==> src/rtl/apb_mem_slave.sv <==
// ---------------------------------------------------------------------------
// apb_mem_slave
//   APB3 completer wrapping a small word-addressed register memory. Word 0 is
//   a read-only ID register. Each transfer gets a run-time programmable number
//   of wait states (wait_cfg, sampled in the setup cycle). Misaligned,
//   out-of-range and ID-write accesses complete with pslverr=1.
//
// Ports
//   pclk, preset_n      : APB clock, asynchronous active-low reset
//   paddr, psel,
//   penable, pwrite,
//   pwdata              : APB requester inputs
//   prdata, pready,
//   pslverr             : APB completer outputs (all registered)
//   wait_cfg            : wait states for the next transfer
//   busy                : high while the FSM is in ACCESS (state visibility)
//
// Handshake: a transfer is sampled in IDLE on an edge with psel=1,
// penable=0. pready rises after wait_cfg access cycles and stays high for
// exactly one cycle; the edge with psel=1, penable=1, pready=1 completes
// the transfer (and commits a good write). psel=0 in ACCESS aborts with no
// commit.
// ---------------------------------------------------------------------------
module apb_mem_slave #(
    parameter logic [31:0] BASE_ADDR = 32'h0000_0000,
    parameter int          DEPTH     = 16,
    parameter logic [31:0] ID_VALUE  = 32'hA9B0_0001
) (
    input  logic        pclk,
    input  logic        preset_n,
    input  logic [31:0] paddr,
    input  logic        psel,
    input  logic        penable,
    input  logic        pwrite,
    input  logic [31:0] pwdata,
    output logic [31:0] prdata,
    output logic        pready,
    output logic        pslverr,
    input  logic [3:0]  wait_cfg,
    output logic        busy
);

    localparam int          AW   = $clog2(DEPTH);
    localparam logic [31:0] SPAN = 32'(DEPTH * 4);

    localparam logic [0:0] IDLE   = 1'b0;
    localparam logic [0:0] ACCESS = 1'b1;

    logic [0:0]    state_q;
    logic [AW-1:0] idx_q;
    logic          write_q;
    logic [31:0]   wdata_q;
    logic          err_q;
    logic [3:0]    cnt_q;
    logic [31:0]   mem [DEPTH];

    // Setup-cycle decode, straight from the bus. The offset is a full 32-bit
    // difference so addresses below BASE_ADDR wrap high and fail the range
    // check.
    logic [31:0]   offset;
    logic [AW-1:0] setup_idx;
    logic          setup_err;
    logic [31:0]   setup_rdata;
    logic [31:0]   held_rdata;
    logic          setup;

    always_comb begin
        offset      = paddr - BASE_ADDR;
        setup_idx   = offset[AW+1:2];
        setup_err   = (paddr[1:0] != 2'b00) | (offset >= SPAN) |
                      (pwrite & (setup_idx == '0));
        setup_rdata = '0;
        if (!setup_err && !pwrite)
            setup_rdata = (setup_idx == '0) ? ID_VALUE : mem[setup_idx];
        held_rdata  = '0;
        if (!err_q && !write_q)
            held_rdata = (idx_q == '0) ? ID_VALUE : mem[idx_q];
        setup       = psel & ~penable;
    end

    assign busy = (state_q == ACCESS);

    always_ff @(posedge pclk or negedge preset_n) begin
        if (!preset_n) begin
            state_q <= IDLE;
            idx_q   <= '0;
            write_q <= 1'b0;
            wdata_q <= '0;
            err_q   <= 1'b0;
            cnt_q   <= '0;
            prdata  <= '0;
            pready  <= 1'b0;
            pslverr <= 1'b0;
            for (int i = 0; i < DEPTH; i++)
                mem[i] <= '0;
        end else begin
            case (state_q)
                IDLE: begin
                    if (setup) begin
                        idx_q   <= setup_idx;
                        write_q <= pwrite;
                        wdata_q <= pwdata;
                        err_q   <= setup_err;
                        cnt_q   <= wait_cfg;
                        state_q <= ACCESS;
                        // Zero wait states: respond in the first access cycle.
                        if (wait_cfg == 4'd0) begin
                            pready  <= 1'b1;
                            pslverr <= setup_err;
                            prdata  <= setup_rdata;
                        end
                    end
                end
                ACCESS: begin
                    if (!psel) begin
                        // Requester abandoned the transfer: no commit.
                        pready  <= 1'b0;
                        pslverr <= 1'b0;
                        prdata  <= '0;
                        state_q <= IDLE;
                    end else if (!pready) begin
                        cnt_q <= cnt_q - 4'd1;
                        if (cnt_q == 4'd1) begin
                            pready  <= 1'b1;
                            pslverr <= err_q;
                            prdata  <= held_rdata;
                        end
                    end else if (penable) begin
                        if (write_q && !err_q)
                            mem[idx_q] <= wdata_q;
                        pready  <= 1'b0;
                        pslverr <= 1'b0;
                        prdata  <= '0;
                        state_q <= IDLE;
                    end
                end
                default: state_q <= IDLE;
            endcase
        end
    end

endmodule

==> config.mk <==
export PLATFORM = sky130hd
export DESIGN_NAME = apb_mem_slave
export DESIGN_NICKNAME = d
export VERILOG_FILES = /design/src/rtl/apb_mem_slave.sv
export SDC_FILE = /design/constraint.sdc
export NUM_CORES = 1
export LEC_CHECK = 0
export ABC_CLOCK_PERIOD_IN_PS = 2300
export CORE_MARGIN = 2
export CORE_UTILIZATION = 50
export DETAILED_ROUTE_END_ITERATION = 6
export PLACE_DENSITY = 0.75
export SYNTH_ARGS = -nofsm -noshare
export SYNTH_HDL_FRONTEND = slang
export SYNTH_SLANG_ARGS = --single-unit
==> constraint.sdc <==
create_clock -name pclk -period 2.3 [get_ports pclk]
set_input_delay 0.345 -clock pclk [delete_from_list [all_inputs] [get_ports pclk]]
set_output_delay 0.345 -clock pclk [all_outputs]
set_load 0.01 [all_outputs]
==> results of run 1 <==
-- how the worst min path moves through the flow --
| stage | slack, ns | end | from |
|---|---|---|---|
| detailed placement | 0.26 | mem[175] | preset_n |
| floorplan | 0.05 | busy | preset_n |
| CTS | 0.21 | mem[112] | preset_n |
| global placement | 0.26 | mem[110] | preset_n |
| global route | 0.24 | mem[238] | preset_n |
| finish | 0.22 | mem[112] | preset_n |
-- Yosys cell counts, types with 2 or more instances --
| cell | count | area [sq um] |
|---|---|---|
| nand3_1 | 3 | 15.01 |
| o21ai_1 | 11 | 55.05 |
| dfrtp_1 | 585 | 14640 |
| buf_4 | 9 | 67.56 |
| and2_1 | 2 | 12.51 |
| nand2_1 | 25 | 93.84 |
| mux2_1 | 5 | 56.30 |
| clkbuf_1 | 32 | 120.1 |
| buf_6 | 7 | 78.83 |
| mux2i_1 | 68 | 680.7 |
| mux4_2 | 235 | 5293 |
| nor2b_1 | 8 | 50.05 |
| nand2b_1 | 6 | 37.54 |
| a2bb2oi_1 | 7 | 61.31 |
| nor4_1 | 8 | 50.05 |
| a221oi_1 | 23 | 201.4 |
| o2bb2ai_1 | 2 | 17.52 |
| a22oi_1 | 51 | 382.9 |
| a221o_1 | 15 | 150.1 |
| o31a_1 | 4 | 35.03 |
| nor2_1 | 51 | 191.4 |
| nor3_1 | 6 | 30.03 |
| o211ai_1 | 2 | 15.01 |
| o22ai_1 | 4 | 25.02 |
| a22o_1 | 30 | 262.8 |
| buf_2 | 95 | 475.5 |
| mux2_2 | 544 | 6126 |
| nor3_2 | 4 | 40.04 |
| nor4_4 | 2 | 42.54 |
| ha_1 | 2 | 25.02 |
| inv_1 | 6 | 22.52 |
| o21ai_0 | 24 | 120.1 |
| nor3b_1 | 5 | 37.54 |
| a21oi_1 | 16 | 80.08 |
| buf_1 | 38 | 142.6 |
| a211oi_1 | 12 | 90.09 |
-- layout make-up --
| cell class | instances | area, sq um |
|---|---|---|
| repair buffers | 272 | 3273 |
| clock inverters | 14 | 256.5 |
| fillers | 4243 | 23440 |
| multi-input cells | 1185 | 14540 |
| clock buffers | 99 | 1979 |
| diodes | 1 | 2.502 |
| well taps | 773 | 967.2 |
| flip-flops and latches | 585 | 14650 |
| inverters | 7 | 26.28 |
-- routing by layer --
metal | GRT usage [%] | vias up | part of all wire [%]
met5 | 0 | - | 0
met4 | 12.03 | 0 | 3.8
met3 | 4.679 | 216 | 6.8
met2 | 43.99 | 757 | 49
met1 | 35.51 | 10330 | 40
li1 | - | 7972 | -
-- layout by cell type (no fill, tap or decap), types with 10 or more instances in the layout --
master / n
a21oi_1: 16
nor2_1: 38
a221oi_1: 23
clkbuf_8: 14
a211oi_1: 12
clkdlybuf4s50_1: 103
o21ai_1: 10
buf_4: 92
nand2_1: 22
a221o_1: 15
o21ai_0: 24
a22o_1: 30
clkbuf_16: 72
mux4_2: 235
mux2_2: 544
buf_12: 66
nor2_4: 13
mux2i_1: 68
dfrtp_1: 581
a22oi_1: 49
clkbuf_1: 16
-- power groups by stage --
stage	Clock [mW]	Sequential, mW	Combinational [mW]
3_3_place_gp	0	11.3	2.97
5_1_grt	11.5	11.3	3.31
6_report	10.9	11.2	3.12
2_1_floorplan	0	10.9	1.96
4_1_cts	11.1	11.2	3.03
3_5_place_dp	0	11.4	3.02
-- sequential cells by signal (all words and copies together) (netlist names) --
| register | count |
|---|---|
| mem | 508 |
| prdata | 32 |
| wdata_q | 32 |
| cnt_q | 4 |
| idx_q | 4 |
| busy | 1 |
| err_q | 1 |
| pready | 1 |
| pslverr | 1 |
| write_q | 1 |
-- cells by family after synthesis --
logic type / Yosys count / synth area share, %
multiplexers: 852 / 40.63
adder cells (fa/ha/maj): 2 / 0.08362
flip-flops: 585 / 48.93
buffers and inverters: 188 / 3.044
AO/OA/AOI/OAI: 204 / 5.102
AND/OR/NAND/NOR: 127 / 2.216
-- metrics by stage --
step | instance area (sq um) | setup WS (ns) | hold WS (ns) | cells | power (mW)
6_report | 35700 | 0.04774 | 0.2237 | 2936 | 25.28
3_5_place_dp | 33250 | -0.4438 | 0.2597 | 2812 | 14.39
4_1_cts | 35500 | 0.01834 | 0.2079 | 2926 | 25.30
5_1_grt | 35690 | -0.02866 | 0.2387 | 2935 | 26.10
2_1_floorplan | 29920 | 0.2534 | 0.04941 | 1958 | 12.88
3_3_place_gp | 33250 | -0.4171 | 0.2555 | 2812 | 14.30
-- worst max-delay path, delay by kind of cell, from the launching register on --
kind | cells | cell delay, ns
DFF | 1 | 0.45
and+or+nand+nor | 3 | 0.59
buffers and inverters | 4 | 0.75
muxes | 1 | 0.33
-- timing repair --
item                       CTS  global route
setup endpoints to repair   36           150
pin swaps                    0             3
resized for setup            1            11
setup buffers                0             6
hold buffers                 1             0
gates cloned                 0             3
hold endpoints to repair    97             0
==> key figures, run 1 <==
Clock tree
  • CTS root buf: clkbuf_16
  • H-tree depth: 3
  • Worst-Skew Late Latency: 0.61 ns
  • CTS tree: built
  • Clock-pin transition on the worst setup and hold timing paths: 0.06 ns
  • Clock Path Buffers: 3
  • Sink count of the clock tree: 585
  • Cts bufs inserted: 66

Timing
  • Fmax: 444.0 MHz
  • Tcrit/Tclk final: 97.92%
  • Final setup vio count: 0
  • Skew final: 0.03330 ns
  • RSZ-0062 raised after global routing: yes
  • Post-layout min period: 2.252 ns
  • Slew HR: 33.85%
  • Fin. max-slew vios: 0
  • Worst Tran Pin Value: 0.9923 ns
  • Setup TNS: 0 ns
  • Final hold viol count: 0

Detailed routing
  • Drt pass-1 iters: 7
  • Vias per cell: 6.564
  • DRC viols: 6
  • Vias: 19.27k
  • WL final: 82.33 mm
  • Post-route ant nets: 0
  • WL/cell: 28.04 um
  • Drt initial violations: 1734

Critical path
  • CP max stage cell: dfrtp_1
  • Critical Path RT: 2.77 ns
  • Crit path kind: flop to flop
  • Critical path destination: mem[21]
  • CP Capture Type: flop
  • CP max FO: 6
  • Worst path max stage delay: 0.45 ns
  • Critical R2R Launch: err_q
  • FF-to-FF setup slack: 0.05 ns
  • Cells along the critical path: nor4_4, buf_4, nand3_2, buf_4, nor2_4, buf_4, clkbuf_16, mux2_2
  • Crit path from: err_q
  • CP dominant cell by count: buf_4
  • Worst EP arrival: 2.73 ns
  • Reg2reg end: mem[21]
  • Crit path launch type: flop
  • R2R depth: 8

Place
  • DP HPWL: 52.04 mm
  • IO Port Bufs: 107
  • GPL Wtd Cong: 0.8425

GRT
  • Vias in the first global route: 20.98k
  • Congestion Overflow GR: 0
  • First-pass GRT wire length: 127.7 mm
  • Tot GR Track Use: 26.90%
  • Initial antenna violation count: 1
  • Largest net degree at the start of global routing: 98

Cells and area
  • Layout net count: 2192
  • Util after Layout: 60.37%
  • P&R area growth vs syn: 19.30%
  • Ratio of cells with drive above 1 in the final layout: 49.81%

Floorplan
  • Core Region: 59130 sq um
  • DIE AREA: 61810 sq um
  • Die Height: 248.6 um
  • Initial Util: 50.60%
  • Boundary pin count: 108
  • Die width: 248.6 um
  • Row cnt: 89

Synthesis
  • Seq/Total Area, Yosys: 48.93%
  • Syn Nets: 2033
  • Post-synthesis cell count: 1958
  • Predominant post-synthesis flop cell: dfrtp_1
  • Avg Cell Area, Syn: 15.28 sq um
  • Post-synthesis cell area: 29920 sq um
  • Post-synth EDFFs: 0
  • Yosys reg bits: 585
  • Asr flop ratio synth: 100.0%
  • Netlist cell types: 47
  • Synth warnings: 0

Flow run
  • Max cap viols: 0

Power and ir drop
  • Leakage power: 16.07 nW
  • Sw frac: 26.29%
  • VDD IR max: 599.7 uV
  • Pwr/cell area: 708.1 nW/um^2
  • Clock Power Share: 43.3%
  • Net Switching: 6.646 mW
  • Comb pwr share: 12.3%
  • Int Power: 18.63 mW
  • Sequential share of power: 44.4%

Min path
  • Hold Crit Class: primary input to asynchronous set/reset pin

Outcome
  • Outcome: complete, but fails checks
  • Failing checks: DRC
(Power assumes the default switching activity.)
==> run 2, diff against run 1 <==
--- a/config.mk
+++ b/config.mk
@@ -5,11 +5,11 @@
 export SDC_FILE = /design/constraint.sdc
 export NUM_CORES = 1
 export LEC_CHECK = 0
-export ABC_CLOCK_PERIOD_IN_PS = 2300
 export CORE_MARGIN = 2
 export CORE_UTILIZATION = 50
 export DETAILED_ROUTE_END_ITERATION = 6
 export PLACE_DENSITY = 0.75
+export SETUP_SLACK_MARGIN = 0.2
 export SYNTH_ARGS = -nofsm -noshare
 export SYNTH_HDL_FRONTEND = slang
 export SYNTH_SLANG_ARGS = --single-unit
==> key figures, run 2 (synthesis results as in run 1) <==
Cells and area
  • Reg with most FFs: mem
  • P&R area growth vs syn: 32.46%
  • Ratio of cells with drive above 1 in the final layout: 54.76% (+4.9 points)
  • Most frequent cells in the layout: 580 x dfrtp_1, 323 x mux2_4, 235 x mux4_2, 225 x mux2_2, 103 x clkdlybuf4s50_1
  • Top Registers: mem: 508 flops, prdata: 32 flops, wdata_q: 32 flops
  • Antenna Cells: 0 (-1)
  • Layout net count: 2311 (+5.4%)
  • Most common cell after layout, fill and taps aside: dfrtp_1
  • Max reg flops: 508 (unchanged)

Critical path
  • Worst path max stage delay: 0.42 ns (-0.03 ns)
  • Critical Path RT: 2.78 ns (about the same)
  • Crit path launch type: flop
  • Critical R2R Launch: err_q
  • CP max FO: 5 (-1)
  • Worst EP arrival: 2.80 ns (+0.07 ns)
  • Cells along the critical path: nor4_4, buf_6, buf_6, nand3_4, buf_6, nor2_4, buf_6, buf_6, buf_12, mux2_4
  • R2R depth: 10 (+2)
  • FF-to-FF setup slack: -0.02 ns (-0.07 ns)
  • Crit path kind: flop to flop
  • CP max stage cell: dfrtp_2
  • Reg2reg end: mem[60]
  • CP dominant cell by count: buf_6
  • CP Capture Type: flop

GRT
  • Congestion Overflow GR: 0 (unchanged)
  • First-pass GRT wire length: 141.6 mm (+11%)
  • Initial antenna violation count: 1 (unchanged)
  • Tot GR Track Use: 30.40% (+3.5 points)
  • Largest net degree at the start of global routing: 98 (unchanged)
  • Vias in the first global route: 21.90k (+4.4%)

Flow run
  • Max cap viols: 0 (unchanged)

Timing
  • Hold_ws: 0.2169 ns (-0.006795 ns)
  • Final hold viol count: 0 (unchanged)
  • Fmax: 431.3 MHz (-2.9%)
  • Worst setup margin: -0.01852 ns (-0.06626 ns)
  • Slew HR: 14.96% (-19 points)
  • Worst Tran Pin Value: 1.276 ns (+0.2834 ns)
  • Skew final: 0.03150 ns (-0.001803 ns)
  • Post-layout min period: 2.319 ns (+0.06626 ns)
  • Tcrit/Tclk final: 100.8% (+2.9 points)
  • RSZ-0062 raised after global routing: yes
  • Fin. max-slew vios: 0 (unchanged)
  • Final setup vio count: 11 (+11)

Clock tree
  • Sink count of the clock tree: 585 (unchanged)
  • CTS tree: built
  • CTS root buf: clkbuf_16
  • Worst-Skew Late Latency: 0.63 ns (+0.02 ns)
  • Cts bufs inserted: 66 (unchanged)
  • Clock Path Buffers: 3 (unchanged)
  • Clock-pin transition on the worst setup and hold timing paths: 0.06 ns (about the same)
  • H-tree depth: 3 (unchanged)

Floorplan
  • Row cnt: 89 (unchanged)
  • Die width: 248.6 um (unchanged)
  • Initial Util: 50.60% (unchanged)
  • Boundary pin count: 108 (unchanged)
  • DIE AREA: 61810 sq um (unchanged)
  • Die Height: 248.6 um (unchanged)
  • Core Region: 59130 sq um (unchanged)

Detailed routing
  • Drt pass-1 iters: 7 (unchanged)
  • Vias: 21.17k (+9.8%)
  • WL/cell: 33.88 um (+21%)
  • Drt initial violations: 2321 (+34%)
  • DRC viols: 3 (-3)
  • Vias per cell: 6.931 (+5.6%)
  • WL final: 103.5 mm (+26%)
  • Post-route ant nets: 0 (unchanged)

Place
  • DP HPWL: 52.04 mm (unchanged)
  • IO Port Bufs: 107 (unchanged)
  • Pre-CTS worst setup slack: -0.4438 ns (unchanged)
  • GPL Wtd Cong: 0.8425 (unchanged)

Outcome
  • Failing checks: DRC, setup timing
  • Outcome: complete, but fails checks

Power and ir drop
  • Int Power: 19.10 mW (+2.5%)
  • Pwr/cell area: 664.0 nW/um^2 (-6.2%)
  • Leakage power: 17.48 nW (+8.8%)
  • Sw frac: 27.40% (+1.1 points)
  • Clock Power Share: 42.1% (-1.2 points)
  • Sequential share of power: 43.0% (-1.4 points)
  • Net Switching: 7.211 mW (+8.5%)
  • VDD IR max: 582.7 uV (-2.8%)
  • Comb pwr share: 14.9% (+2.6 points)

Min path
  • Hold Crit Class: primary input to asynchronous set/reset pin
[run 2: cell types whose count changed in the layout (fill, tap and decap cells not counted), sizes merged]
cell | before | now
buf | 165 | 264
clkbuf | 102 | 122
diode | 1 | 0
[run 2: timing repair]
item / CTS / global route
gates cloned: 32 / 25
endpoints found under the setup margin: 540 / 508
pin swaps: 5 / 33
hold buffers: 1 / 0
setup buffers: 47 / 24
hold endpoints to repair: 97 / 0
gates resized for setup: 206 / 311
[run 2: per-stage QoR]
stage / area (sq um) / total power [mW] / utilization [%] / setup TNS [ns] / instances
3_3_place_gp: 33250 / 14.30 / 56.23 / -184.65 / 2812
2_1_floorplan: 29920 / 12.88 / - / 0 / 1958
4_1_cts: 37560 / 25.79 / 63.51 / 0 / 3005
5_1_grt: 39630 / 27.01 / 67.02 / -0.4630 / 3054
6_report: 39630 / 26.32 / 67.02 / -0.1336 / 3054
3_5_place_dp: 33250 / 14.39 / 56.23 / -187.79 / 2812
[run 2: worst max-delay path, delay by kind of cell (launching register included)]
kind / cells / cell delay (ns)
buf+inv: 6 / 0.82
simple gates: 3 / 0.64
flops: 1 / 0.42
mux: 1 / 0.30
[run 2: worst max path at each step]
stage / start / to / slack [ns] / cells past startpoint
2_1_floorplan: paddr[2] / prdata[13] / 0.25 / 7
3_3_place_gp: psel / mem[356] / -0.42 / 8
3_5_place_dp: psel / mem[36] / -0.44 / 9
4_1_cts: err_q / mem[61] / 0.07 / 10
5_1_grt: write_q / mem[57] / -0.04 / 11
6_report: err_q / mem[60] / -0.02 / 10
[run 2: power by group through the flow]
stage	sequential [mW]	clock [mW]	combinational, mW
final	11.3	11.1	3.93
after global routing	11.4	11.6	4.08
after CTS	11.2	11.1	3.50
after detailed placement	11.4	0	3.02
after global placement	11.3	0	2.97
after floorplan	10.9	0	1.96
[run 2: final cells by class]
class | instances | area, sq um
Multi-Input combinational cell | 1185 | 16030
Timing Repair Buffer | 391 | 5719
Clock inverter | 14 | 256.5
Tap cell | 773 | 967.2
Sequential cell | 585 | 14650
Fill cell | 3594 | 19500
Inverter | 7 | 26.28
Clock buffer | 99 | 1979
[run 2: per-layer routing]
| metal | GRT usage [%] | vias to the layer above | share of wire [%] |
|---|---|---|---|
| met5 | 0 | - | 0 |
| met4 | 16.24 | 0 | 7.4 |
| met3 | 7.422 | 449 | 10 |
| met2 | 47.91 | 1360 | 46 |
| met1 | 39.20 | 11160 | 36 |
| li1 | - | 8195 | - |
==> RTL edit: new RTL, flow settings as in run 1 <==
`DEPTH`: 16 -> 8.
--- a/src/rtl/apb_mem_slave.sv
+++ b/src/rtl/apb_mem_slave.sv
@@ -23,7 +23,7 @@
 // ---------------------------------------------------------------------------
 module apb_mem_slave #(
     parameter logic [31:0] BASE_ADDR = 32'h0000_0000,
-    parameter int          DEPTH     = 16,
+    parameter int          DEPTH     = 8,
     parameter logic [31:0] ID_VALUE  = 32'hA9B0_0001
 ) (
     input  logic        pclk,
Check against the original RTL: not settled (the Yosys comparison gave no result); the edit may change what the design does.
==> RTL edit against run 1 <==
- power decreased by 42%
- via count decreased by 45%
- critical endpoint is now prdata[20]
- sequential cell count shrank 261
- wire length down 52%
- setup slack gained 0.038 ns
- final area shrank 46%
- final cell count is 41% lower
- area after synthesis down 47%
- largest power group unchanged
- critical path type unchanged
==> RTL edit: results (changes against run 1) <==
Global routing
  • Met1 Use GR: 0.334 (-0.0209)
  • Pin count of the biggest net entering global routing: 84 (-14%)
  • GR met2 Demand/Resource: 0.402 (-0.0378)
  • Tot GR Track Use: 0.246 (-0.0228)
  • M3 GR Usage: 0.0486 (+0.00186)
  • Initial antenna violation count: 0 (-1)
  • First-pass GRT wire length: 63.9 mm (-50%)

Final layout
  • Share of cells above drive strength 1: 0.387 (-0.112)
  • Final nets: 1376 (-37%)
  • Ant diodes: 0 (-1)
  • Top Registers: mem (248), prdata (32), wdata_q (32)

Power
  • Net switching power figure: 0.00409 W (-38%)
  • Sequential group power: 0.00666 W (-41%)
  • Worst vdd ir: 0.000434 V (-28%)
  • Leak: 8.93 nW (-44%)

Synthesis
  • Top cells by area, synth: dfrtp_1 (51%), mux2_2 (19%), mux4_2 (12%)
  • Syn Nets: 1249 (-39%)
  • Post-synth top cells: dfrtp_1 (324), mux2_2 (269), nand2_1 (154)
  • Synth cell types: 45 (-4.3%)
  • Sequential share of the synthesized area: 0.507 (+0.0175)

Detailed routing
  • DRT iter0 DRCs: 918 (-47%)
  • DRT Pass-1 Iters: 4 (-3)
  • DRC violations left: 0 (-6)
  • Via density: 6.18 (-5.9%)
  • WL met1: 16.8 mm (-49%)
  • Met2 Wirelength: 19.1 mm (-53%)
  • Routed length on met3: 2.72 mm (-52%)
  • DR WL/cell: 23.1 um (-18%)

Placed design
  • Post-DP HPWL: 24.3 mm (-53%)
  • DP Cell Count: 1664 (-41%)
  • GPL Wtd Cong: 0.796 (-5.5%)
  • Pre-CTS setup slack: -0.331 ns (+0.113 ns)

Setup path
  • CP delay by family, top: simple AND/OR/NAND/NOR gates
  • CP peak stage delay: 0.52 ns (+0.07 ns)
  • CP max-delay cell: or3b_2
  • Crit path DAT: 2.62 ns (-0.11 ns)

Timing
  • Slew margin rel.: 0.683 (+0.345)
  • Worst Skew: 0.0212 ns (-0.0121 ns)

Clocking
  • CTS H-Tree Depth: 2 (-1)

Outcome
  • Status: complete, no violations
-- RTL edit: cell types whose count changed after synthesis, moves of 12 or more --
cell | run 1 | this run
buf_2 | 95 | 33
a22oi_1 | 51 | 0
mux2i_1 | 68 | 42
nand2_1 | 25 | 154
dfrtp_1 | 585 | 324
nor2_1 | 51 | 20
mux4_2 | 235 | 88
a211o_1 | 0 | 12
o21ai_0 | 24 | 45
mux2_2 | 544 | 269
buf_1 | 38 | 11
a221oi_1 | 23 | 6
a22o_1 | 30 | 0
-- RTL edit: worst paths after layout --
check | from | to | slack, ns | cells after the start
max | cnt_q[1] | prdata[20] | 0.09 | 9
max in group asynchronous | preset_n | idx_q[0] | 1.17 | 3
min in group pclk | pwdata[21] | wdata_q[21] | 0.34 | 3
min | preset_n | mem[243] | 0.30 | 2
max reg2reg | cnt_q[1] | prdata[20] | 0.09 | 9
min reg2reg | mem[230] | mem[230] | 0.49 | 1
-- RTL edit: area by class of cell --
class,count,area (um^2)
inverter,4,15.0
fill,2457,12300
clock inverter,9,91.3
sequential,324,8110
clock buffer,50,1020
timing repair buffer,178,1930
multi-input combinational,757,7540
tap,402,503
-- RTL edit: through the flow --
stage | instance area [um^2] | setup TNS [ns] | power [W]
finish | 19200 | 0 | 0.0146
global route | 19200 | -0.00336 | 0.0152
CTS | 19200 | 0 | 0.0147
floorplan | 16000 | 0 | 0.00795
global placement | 18100 | -32.19 | 0.00912
detailed placement | 18100 | -36.83 | 0.00919
-- RTL edit: cells by family after synthesis --
| family | Yosys count | synth area share |
|---|---|---|
| adder cells (fa/ha/maj) | 2 | 0.00156 |
| buffers and inverters | 93 | 0.0260 |
| flip-flops | 324 | 0.507 |
| multiplexers | 402 | 0.342 |
| AO/OA/AOI/OAI | 136 | 0.0654 |
| AND/OR/NAND/NOR | 217 | 0.0587 |
